==> config.mk <==
export PLATFORM = sky130hd
export DESIGN_NAME = dmem_imem_arbiter
export DESIGN_NICKNAME = d
export VERILOG_FILES = /design/src/rtl/rv32imc_types.sv /design/src/rtl/arb_req_slot.sv /design/src/rtl/dmem_imem_arbiter.sv
export SDC_FILE = /design/constraint.sdc
export NUM_CORES = 1
export LEC_CHECK = 0
export ABC_AREA = 1
export CAP_MARGIN = 20
export CORE_ASPECT_RATIO = 0.6
export CORE_MARGIN = 1.5
export CORE_UTILIZATION = 45
export DETAILED_ROUTE_END_ITERATION = 12
export PLACE_DENSITY = 0.75
export SYNTH_ARGS = -nofsm -noshare
export SYNTH_HDL_FRONTEND = slang
export SYNTH_SLANG_ARGS = --single-unit
==> constraint.sdc <==
create_clock -name clk -period 3.5 [get_ports clk]
set_clock_uncertainty 0.15 [all_clocks]
set_input_delay 0.7 -clock clk [delete_from_list [all_inputs] [get_ports clk]]
set_output_delay 0.7 -clock clk [all_outputs]
set_load 0.005 [all_outputs]
==> src/rtl/rv32imc_types.sv <==
// Shared types for the instruction/data memory arbiter: arbiter states and
// the downstream memory request payload.
package rv32imc_types;

  localparam int unsigned MEM_W  = 32;
  localparam int unsigned MASK_W = 4;

  typedef enum logic [1:0] {
    IDLE   = 2'd0,
    BUSY_I = 2'd1,
    BUSY_D = 2'd2
  } arb_state_t;

  typedef struct packed {
    logic [MEM_W-1:0]  addr;
    logic [MASK_W-1:0] rmask;
    logic [MASK_W-1:0] wmask;
    logic [MEM_W-1:0]  wdata;
  } mem_req_t;

  // A request is live in the cycle either of its byte masks is nonzero
  function automatic logic req_active(input mem_req_t r);
    return (r.rmask != '0) || (r.wmask != '0);
  endfunction

endpackage

==> src/rtl/arb_req_slot.sv <==
// One requester's pending-request register: captures a request in its
// request cycle, holds it while it waits and while it is outstanding
// downstream, and drops it when the downstream response arrives.
module arb_req_slot
  import rv32imc_types::*;
(
  input  logic     clk,
  input  logic     rst,
  input  logic     capture,
  input  logic     clear,
  input  mem_req_t req_in,
  output logic     valid,
  output mem_req_t req
);

  // Capture, hold and clear of the single pending entry
  always_ff @(posedge clk) begin
    if (rst) begin
      valid <= 1'b0;
      req   <= '0;
    end else if (capture) begin
      valid <= 1'b1;
      req   <= req_in;
    end else if (clear) begin
      valid <= 1'b0;
    end
  end

endmodule

==> src/rtl/dmem_imem_arbiter.sv <==
// Arbitrates the instruction and data ports of the core onto one shared
// memory port. One request per requester may be in flight; a request is a
// one-cycle nonzero mask and is answered by a one-cycle resp.
// Build option: ARB_ROUND_ROBIN_EN selects alternating priority on a
// contested decision; otherwise dmem always wins a conflict.
module dmem_imem_arbiter
  import rv32imc_types::*;
#(
  parameter int unsigned DATA_W = 32
) (
  input  logic              clk,
  input  logic              rst,
  input  logic [DATA_W-1:0] imem_addr,
  input  logic [MASK_W-1:0] imem_rmask,
  output logic [DATA_W-1:0] imem_rdata,
  output logic              imem_resp,
  input  logic [DATA_W-1:0] dmem_addr,
  input  logic [MASK_W-1:0] dmem_rmask,
  input  logic [MASK_W-1:0] dmem_wmask,
  input  logic [DATA_W-1:0] dmem_wdata,
  output logic [DATA_W-1:0] dmem_rdata,
  output logic              dmem_resp,
  output logic [DATA_W-1:0] mem_addr,
  output logic [MASK_W-1:0] mem_rmask,
  output logic [MASK_W-1:0] mem_wmask,
  output logic [DATA_W-1:0] mem_wdata,
  input  logic [DATA_W-1:0] mem_rdata,
  input  logic              mem_resp
);

  arb_state_t state;
  arb_state_t state_next;

  mem_req_t imem_in;
  mem_req_t dmem_in;
  mem_req_t imem_slot_req;
  mem_req_t dmem_slot_req;
  mem_req_t imem_eff;
  mem_req_t dmem_eff;
  mem_req_t grant_req;

  logic imem_slot_valid;
  logic dmem_slot_valid;
  logic imem_new;
  logic dmem_new;
  logic imem_cand;
  logic dmem_cand;
  logic decide;
  logic grant_i;
  logic grant_d;
  logic prefer_dmem;

  // Pack the raw port requests into the shared payload format
  always_comb begin
    imem_in       = '0;
    imem_in.addr  = MEM_W'(imem_addr);
    imem_in.rmask = imem_rmask;
    dmem_in       = '0;
    dmem_in.addr  = MEM_W'(dmem_addr);
    dmem_in.rmask = dmem_rmask;
    dmem_in.wmask = dmem_wmask;
    dmem_in.wdata = MEM_W'(dmem_wdata);
  end

  // A new request is accepted only when its requester has nothing held
  assign imem_new = req_active(imem_in) && !imem_slot_valid;
  assign dmem_new = req_active(dmem_in) && !dmem_slot_valid;

  // A held request takes precedence; otherwise forward this cycle's request
  assign imem_eff = imem_slot_valid ? imem_slot_req : imem_in;
  assign dmem_eff = dmem_slot_valid ? dmem_slot_req : dmem_in;

  arb_req_slot u_imem_slot (
    .clk     (clk),
    .rst     (rst),
    .capture (imem_new),
    .clear   (imem_resp),
    .req_in  (imem_in),
    .valid   (imem_slot_valid),
    .req     (imem_slot_req)
  );

  arb_req_slot u_dmem_slot (
    .clk     (clk),
    .rst     (rst),
    .capture (dmem_new),
    .clear   (dmem_resp),
    .req_in  (dmem_in),
    .valid   (dmem_slot_valid),
    .req     (dmem_slot_req)
  );

`ifdef ARB_ROUND_ROBIN_EN
  logic last_imem;

  // Remember the winner of the most recent contested decision
  always_ff @(posedge clk) begin
    if (rst) begin
      last_imem <= 1'b1;
    end else if (decide && imem_cand && dmem_cand) begin
      last_imem <= grant_i;
    end
  end

  assign prefer_dmem = last_imem;
`else
  assign prefer_dmem = 1'b1;
`endif

  // Arbiter state register
  always_ff @(posedge clk) begin
    if (rst) begin
      state <= IDLE;
    end else begin
      state <= state_next;
    end
  end

  // Next state: re-arbitrate whenever the shared port is free or just freed
  always_comb begin
    state_next = state;
    if (decide) begin
      if (grant_d) begin
        state_next = BUSY_D;
      end else if (grant_i) begin
        state_next = BUSY_I;
      end else begin
        state_next = IDLE;
      end
    end
  end

  // Grant selection and combinational response steering to the owner
  always_comb begin
    decide    = 1'b0;
    imem_cand = 1'b0;
    dmem_cand = 1'b0;
    grant_i   = 1'b0;
    grant_d   = 1'b0;
    grant_req = '0;
    imem_resp = 1'b0;
    dmem_resp = 1'b0;

    decide    = (state == IDLE) || mem_resp;
    // The owner's own entry is excluded: it is the one completing now
    imem_cand = (imem_slot_valid && (state != BUSY_I)) || imem_new;
    dmem_cand = (dmem_slot_valid && (state != BUSY_D)) || dmem_new;
    grant_d   = decide && dmem_cand && (!imem_cand || prefer_dmem);
    grant_i   = decide && imem_cand && !grant_d;
    grant_req = grant_d ? dmem_eff : imem_eff;

    // A response seen while idle or in reset belongs to nobody
    imem_resp = !rst && (state == BUSY_I) && mem_resp;
    dmem_resp = !rst && (state == BUSY_D) && mem_resp;
  end

  // Downstream request: masks pulse for one cycle, addr/wdata held until next grant
  always_ff @(posedge clk) begin
    if (rst) begin
      mem_addr  <= '0;
      mem_rmask <= '0;
      mem_wmask <= '0;
      mem_wdata <= '0;
    end else if (grant_i || grant_d) begin
      mem_addr  <= DATA_W'(grant_req.addr);
      mem_rmask <= grant_req.rmask;
      mem_wmask <= grant_req.wmask;
      mem_wdata <= DATA_W'(grant_req.wdata);
    end else begin
      mem_rmask <= '0;
      mem_wmask <= '0;
    end
  end

  // Read data is shared; only the resp strobe identifies the recipient
  assign imem_rdata = mem_rdata;
  assign dmem_rdata = mem_rdata;

  // A requester must not issue again while its previous request is held
  a_imem_single: assert property (@(posedge clk) disable iff (rst)
    !((imem_rmask != '0) && imem_slot_valid));

  a_dmem_single: assert property (@(posedge clk) disable iff (rst)
    !(((dmem_rmask | dmem_wmask) != '0) && dmem_slot_valid));

  // While busy, the owner's entry must still be held
  a_owner_held: assert property (@(posedge clk) disable iff (rst)
    ((state != BUSY_I) || imem_slot_valid) && ((state != BUSY_D) || dmem_slot_valid));

endmodule
* Yosys cells after proc, flatten, opt, wreduce, memory -nomap -nowiden *
Cells that the tools add are included.
W data, S select, Z words.

storage, ports and cells
  input port bits = 143
  register bits after elaboration = 184
  logic and storage cells = 54
  output and inout port bits = 138

operators by class
  eq/ne operators = 4
  reduce and logical (&&, ||, !) cells = 27
  mux-type cells = 9
  bitwise operators = 1

operators by type and width
  kind                  count
  $mux W72              3
  $reduce_bool A4 Y1    3
  $logic_and A1 B1 Y1   11
  $logic_or A1 B1 Y1    5
  $mux W1               5
  $logic_not A1 Y1      4
  $reduce_bool A2 Y1    2
  $eq A2 B1 Y1 const B  1
  $eq A2 B2 Y1 const B  1
  $logic_not A2 Y1      1
  $mux W2               1
  $ne A2 B1 Y1 const B  1
  $ne A2 B2 Y1 const B  1
  $reduce_or A2 Y1      1
  $not A1 Y1            1

* Longest topological paths before layout *
Gate-level depths: netlist (run 1).

  depth after elaboration = 10
  depth in mapped cells = 11
  depth with buffers taken out = 10

* Cells and area by module *
Synthesis (run 1) repeated with hierarchy kept, for this count alone.

second synthesis, totals
  cells, all modules = 1,709
  area, all modules = 11,532.3 µm²

by module, submodules not included
  module             cells an instance  times used  area each (µm²)  seq. area each (µm²)
  dmem_imem_arbiter  1,077              1           5,911.9          1,481.4
  arb_req_slot       316                2           2,810.2          1,461.4

* Worst setup path after synthesis (run 1) *
No wires, ideal clock.

  kind = in2out
  start = input port rst
  end = output port dmem_resp
  buffers on the path = 1
  path slack = 1.398 ns
  cell stages on the path = 4
  arrival time = 1.252 ns
  required time = 2.650 ns
  cells stage by stage = inv_2 clkbuf_1 nand3_1 inv_1

on the way
  word-level cells in the longest chain between the ends = 3

RTL lines
  element                            RTL line                  text
  start, declared                    dmem_imem_arbiter.sv:12   input logic rst,
  $logic_not A1 Y1                   dmem_imem_arbiter.sv:154  dmem_resp = !rst && (state == BUSY_D) && mem_resp;
  $logic_and A1 B1 Y1 (2 in series)  dmem_imem_arbiter.sv:154
  end, declared                      dmem_imem_arbiter.sv:22   output logic dmem_resp,

No other way between the ends.

* Worst setup path after layout (run 1) *
  start = input port mem_resp
  end = output port dmem_resp

on the way
  word-level cells in the longest chain between the ends = 1

RTL lines
  element              RTL line                  text
  start, declared      dmem_imem_arbiter.sv:28   input logic mem_resp
  $logic_and A1 B1 Y1  dmem_imem_arbiter.sv:154

No other way between the ends.

==> flow_summary.yaml, run 1 <==
final_layout:
  utilization_pct: 57.7
  fillers: 1727
  insertedDiodeCount: 0
  drive_gt1_share_pct: 4.99
  area_delta_synth_final_pct: 23.2
  nNetsFinal: 1453
power:
  power.density_nw_per_um2: 498
  p_leak_nw: 4.56
  peakVddDrop_mv: 0.273
drt:
  drtAntennaViolNets: 0
  drc_errors: 0
  wl_per_cell_um: 15.7
  drt-total-wl_um: 24500
  dr_total_vias: 8111
  via_per_inst: 5.19
  drt-initial-drc-count: 728
  firstDrtPassIters: 5
yosys:
  syn_avg_cell_area_um2: 6.99
  synth_edf_count: 0
  yosysMostFrequentCell: "nand2_1"
  synth_nets: 1378
  synthArstFlopShare_pct: 0
  postSynthCellCount: 1235
  synthTopCellsByArea: "dfxtp_1 (43%), nand2_1 (14%), nor2_1 (11%), buf_4 (5.9%), mux2i_1 (4.8%)"
  netlist.area_leader.share_pct: 42.7
  ys_warn_count: 0
  ys_seq_area_share_pct: 42.7
  ys_ff_latch: 184
  netlist_top_cells_count: "nand2_1 (321), nor2_1 (247), dfxtp_1 (184), o21ai_0 (69), buf_4 (68)"
  synthFlopType: "dfxtp_1"
  syn_area_um2: 8630
  synth_top_cell_by_area: "dfxtp_1"
  synth_cell_types: 22
setup_path:
  cp-start-kind: "primary input"
  path_class: "in -> out"
  setup.worst_path.end_class: "output pin"
  crit_end: "dmem_resp"
  r2r-start: "state[1]"
  cp.arrival_ns: 2.00
  path_max_fanout: 3
  critPathLaunch: "mem_resp"
  r2r_slack_ns: 1.03
  worstReg2RegEnd: "mem_addr[27]"
  cp_data_required_time_ns: 2.65
  r2r_cells: 10
global_routing:
  antenna_found_initial: 0
  grt_start_max_net_pins: 92
  grt_usage_pct: 24.8
  grt_pass1_wl_um: 38900
  grt_overflow_total: 0
  grt_pass1_vias: 7484
timing:
  tightest_slew_ns: 1.04
  setup_tns_ns: 0
  maxSlewViolCount: 0
  grt_setup_unrepaired: "false"
  fmax_mhz: 350
  post-route-min-period_ns: 2.85
  relSlewSlack_pct: 30.7
  post-route-period-util_pct: 81.5
  finalSetupViolations: 0
  hold_violations: 0
place:
  place_congestion: 0.826
  io_buffer_count: 184
  hpwl_um: 16300
floorplan:
  start_util_pct: 46.8
  die_w_um: 182
  fp.dieH_um: 110
  io_pins: 281
  coreArea_um2: 18400
  dieArea_um2: 20100
  rows: 38
cts:
  clock_sinks: 184
  path_clk_slew_ns: 0.06
  cts_resized: 0
  cts-buffers-inserted: 17
  clockBufferDepth: 2
  cts_root_buf: "clkbuf_16"
  cts_tree: "built"
  clock_latency_ns: 0.43
  htreeDepth: 4
  cts_setup_buffers: 0
  postCtsHoldBufs: 0
min_path:
  hold_class: "reg -> reg"
  min-delay-start: "u_dmem_slot.req[71]"
outcome:
  status: "completed"
flow_run:
  cap_violations: 0
per-stage QoR:
step                      std cells  hold slack [ns]  instance area, um^2  power, W  worst slack (ns)
final                          1563            0.312                10600   0.00530             0.646
after global routing           1563            0.324                10600   0.00556             0.601
after floorplan                1235            0.286                 8630   0.00306              1.40
after detailed placement       1531            0.298                10100   0.00348             0.390
after global placement         1531            0.298                10100   0.00346             0.450
after CTS                      1563            0.313                10600   0.00533             0.652
where the power goes:
part	internal [W]	switching (W)	leakage [nW]
Sequential	0.00228	0.0000969	1.52
Clock	0.000943	0.000909	0.275
Combinational	0.000481	0.000584	2.76
worst min-delay path by stage:
stage,endpoint,cells after the start
after floorplan,mem_wmask[3],2
after global placement,u_dmem_slot.req[38],2
after detailed placement,mem_wmask[3],2
after CTS,u_dmem_slot.req[71],2
after global routing,u_dmem_slot.req[47],2
final,u_dmem_slot.req[71],2
metal layers:
metal  vias up  track usage [%]  wire, um
li1       4038                -         -
met5         -                0         0
met3        19             6.01      2010
met1      3723             36.0     12100
met2       331             37.1     10200
met4         0             5.12       160
worst max-delay path, stage by stage:
cell and delay, ns:
clkdlybuf4s50_1 0.51, nand3_1 0.16, inv_1 0.10, clkdlybuf4s50_1 0.53
logic make-up after synthesis:
family                 count (synthesis)  synth area share (%)
buffers and inverters                210                  12.8
and+or+nand+nor                      633                  29.3
muxes                                 41                  4.75
DFF                                  184                  42.7
AOI/OAI and AO/OA                    167                  10.6
placed cells by master, fill, tap and decap left out, types with 2 or more instances in the layout:
| cell type | count |
|---|---|
| inv_6 | 5 |
| clkinv_4 | 2 |
| nand2_2 | 2 |
| nand3_1 | 26 |
| a211oi_1 | 15 |
| inv_2 | 5 |
| clkbuf_16 | 17 |
| clkinv_2 | 2 |
| buf_4 | 20 |
| inv_8 | 3 |
| nand4_1 | 32 |
| clkdlybuf4s50_1 | 183 |
| a21oi_1 | 52 |
| o22ai_1 | 31 |
| mux2i_1 | 41 |
| dfxtp_1 | 182 |
| nand2_1 | 321 |
| nor2_1 | 247 |
| o21ai_0 | 69 |
| inv_1 | 57 |
state kept, by name (all words and copies together), names as in the netlist:
name / flops
u_dmem_slot.req: 72
u_imem_slot.req: 36
mem_addr: 32
mem_wdata: 32
mem_rmask: 4
mem_wmask: 4
state: 2
u_dmem_slot.valid: 1
u_imem_slot.valid: 1
cell type report:
cell class                      count  area [um^2]  share of cell area, %
Clock inverter                     14          129                   1.21
Clock buffer                       18          429                   4.04
Multi-Input combinational cell    841         3850                   36.2
Tap cell                          240          300                   2.82
Inverter                           62          233                   2.19
Sequential cell                   184         3690                   34.7
Timing Repair Buffer              204         2000                   18.8
Note: power is estimated with default switching activity, not from simulation.
==> run 2: changes to the inputs <==
- clock period: 3.5 -> 2.7 ns (I/O delays scaled with it)
==> run 2 against run 1 <==
Compared with the run above:
- sequential cell count unchanged
- via count is essentially flat
- clock power grew 32%
- highest routed layer unchanged
- critical endpoint unchanged
- utilization is 0.70 points higher
==> flow_summary.yaml, run 2 (same netlist as run 1, synthesis figures left out) <==
outcome:
  status: "completed"
cts:
  cts-buffers-inserted: 17
  cts_tree: "built"
  postCtsHoldBufs: 0
  htreeDepth: 4
  cts_resized: 0
  cts_setup_buffers: 0
  cts_root_buf: "clkbuf_16"
  path_clk_slew_ns: 0.08
  clock_latency_ns: 0.42
  clockBufferDepth: 2
  clock_sinks: 184
drt:
  drtAntennaViolNets: 0
  firstDrtPassIters: 5
  drc_errors: 0
  dr_total_vias: 8113
  drt-initial-drc-count: 671
  drt-total-wl_um: 25000
  via_per_inst: 5.16
  wl_per_cell_um: 15.9
setup_path:
  cp.arrival_ns: 1.82
  worst-path-buf-inv: 3
  path_class: "in -> out"
  crit_family: "buffers and inverters"
  crit_path_cell_trace: "clkdlybuf4s50_1 -> nand3_1 -> inv_1 -> clkdlybuf4s50_1"
  crit_top_cell: "clkdlybuf4s50_1"
  cp-start-kind: "primary input"
  cpPeakStageDelay_ns: 0.51
  cp_data_required_time_ns: 2.01
  setup.worst_path.end_class: "output pin"
  path_max_fanout: 3
  slowest_stage: "clkdlybuf4s50_1"
floorplan:
  die_w_um: 182
  fp.dieH_um: 110
  io_pins: 281
  dieArea_um2: 20100
  coreArea_um2: 18400
  start_util_pct: 46.8
  rows: 38
timing:
  setup_tns_ns: 0
  fmax_mhz: 398
  finalSetupViolations: 0
  tightest_slew_ns: 1.04
  grt_setup_unrepaired: "false"
  maxSlewViolCount: 0
  hold_violations: 0
  relSlewSlack_pct: 30.8
  post-route-period-util_pct: 93.1
  post-route-min-period_ns: 2.51
final_layout:
  largest_register_ffs: 72
  regMostFlops: "u_dmem_slot.req"
  stdcell_area_um2: 10800
  largest_registers: "u_dmem_slot.req: 72 flops, u_imem_slot.req: 36 flops"
  drive_gt1_share_pct: 5.71
  layout_commonest_cell: "nand2_1"
  area_delta_synth_final_pct: 24.7
  nNetsFinal: 1462
  final_cell_mix: "nand2_1 (321), nor2_1 (247), clkdlybuf4s50_1 (183)"
  utilization_pct: 58.3
  insertedDiodeCount: 0
global_routing:
  grt_overflow_total: 0
  grt_pass1_wl_um: 39400
  antenna_found_initial: 0
  grt_pass1_vias: 7448
  grt_start_max_net_pins: 92
  grt_usage_pct: 25.2
place:
  place_congestion: 0.839
  io_buffer_count: 184
  hpwl_um: 16800
  dpl-instance-area_um2: 10200
flow_run:
  cap_violations: 0
min_path:
  hold_class: "reg -> reg"
power:
  p_leak_nw: 4.63
  power.density_nw_per_um2: 645
  peakVddDrop_mv: 0.424
[run 2: metal layers]
layer / global-route usage, % / up-vias / wire length, um
li1: - / 4056 / -
met1: 37.2 / 3693 / 12400
met2: 36.1 / 340 / 10100
met3: 6.01 / 24 / 2160
met4: 7.02 / 0 / 319
met5: 0 / - / 0
[run 2: path summary, 6_finish.rpt]
kind                                           from  slack (ns)  cells past startpoint             endpoint
worst max register to register             state[0]        0.53                      8         mem_addr[16]
worst min-delay path            u_dmem_slot.req[55]        0.31                      2  u_dmem_slot.req[55]
worst min register to register  u_dmem_slot.req[55]        0.31                      2  u_dmem_slot.req[55]
worst max-delay path                       mem_resp        0.19                      4            dmem_resp
[run 2: tightest hold or removal path, delay by kind of cell (launching register included)]
family / cells / cell delay, ns
flip-flops: 1 / 0.31
AND/OR/NAND/NOR: 1 / 0.06
AO/OA/AOI/OAI: 1 / 0.05
[run 2: layout make-up]
class                   count  area [um^2]
flip-flops and latches    184         3690
fillers                  1671         7680
clock buffers              18          439
repair buffers            213         2120
clock inverters            14          130
multi-input cells         841         3850
well taps                 240          300
inverters                  62          233
[run 2: where the power goes]
| part | internal [W] | switching [W] | total (W) | leakage (nW) |
|---|---|---|---|---|
| Combinational | 0.000652 | 0.000760 | 0.00141 | 2.83 |
| Clock | 0.00125 | 0.00119 | 0.00244 | 0.285 |
| Sequential | 0.00296 | 0.000133 | 0.00309 | 1.52 |
| Total | 0.00486 | 0.00209 | 0.00694 | 4.63 |
[run 2: through the flow]
| stage | instances | setup WS [ns] | total power [W] | hold WS, ns |
|---|---|---|---|---|
| 6_report | 1572 | 0.186 | 0.00694 | 0.312 |
| 2_1_floorplan | 1235 | 0.918 | 0.00397 | 0.286 |
| 3_5_place_dp | 1540 | 0.0932 | 0.00454 | 0.303 |
| 3_3_place_gp | 1540 | 0.137 | 0.00451 | 0.297 |
| 5_1_grt | 1572 | 0.0995 | 0.00726 | 0.326 |
| 4_1_cts | 1572 | 0.186 | 0.00697 | 0.312 |
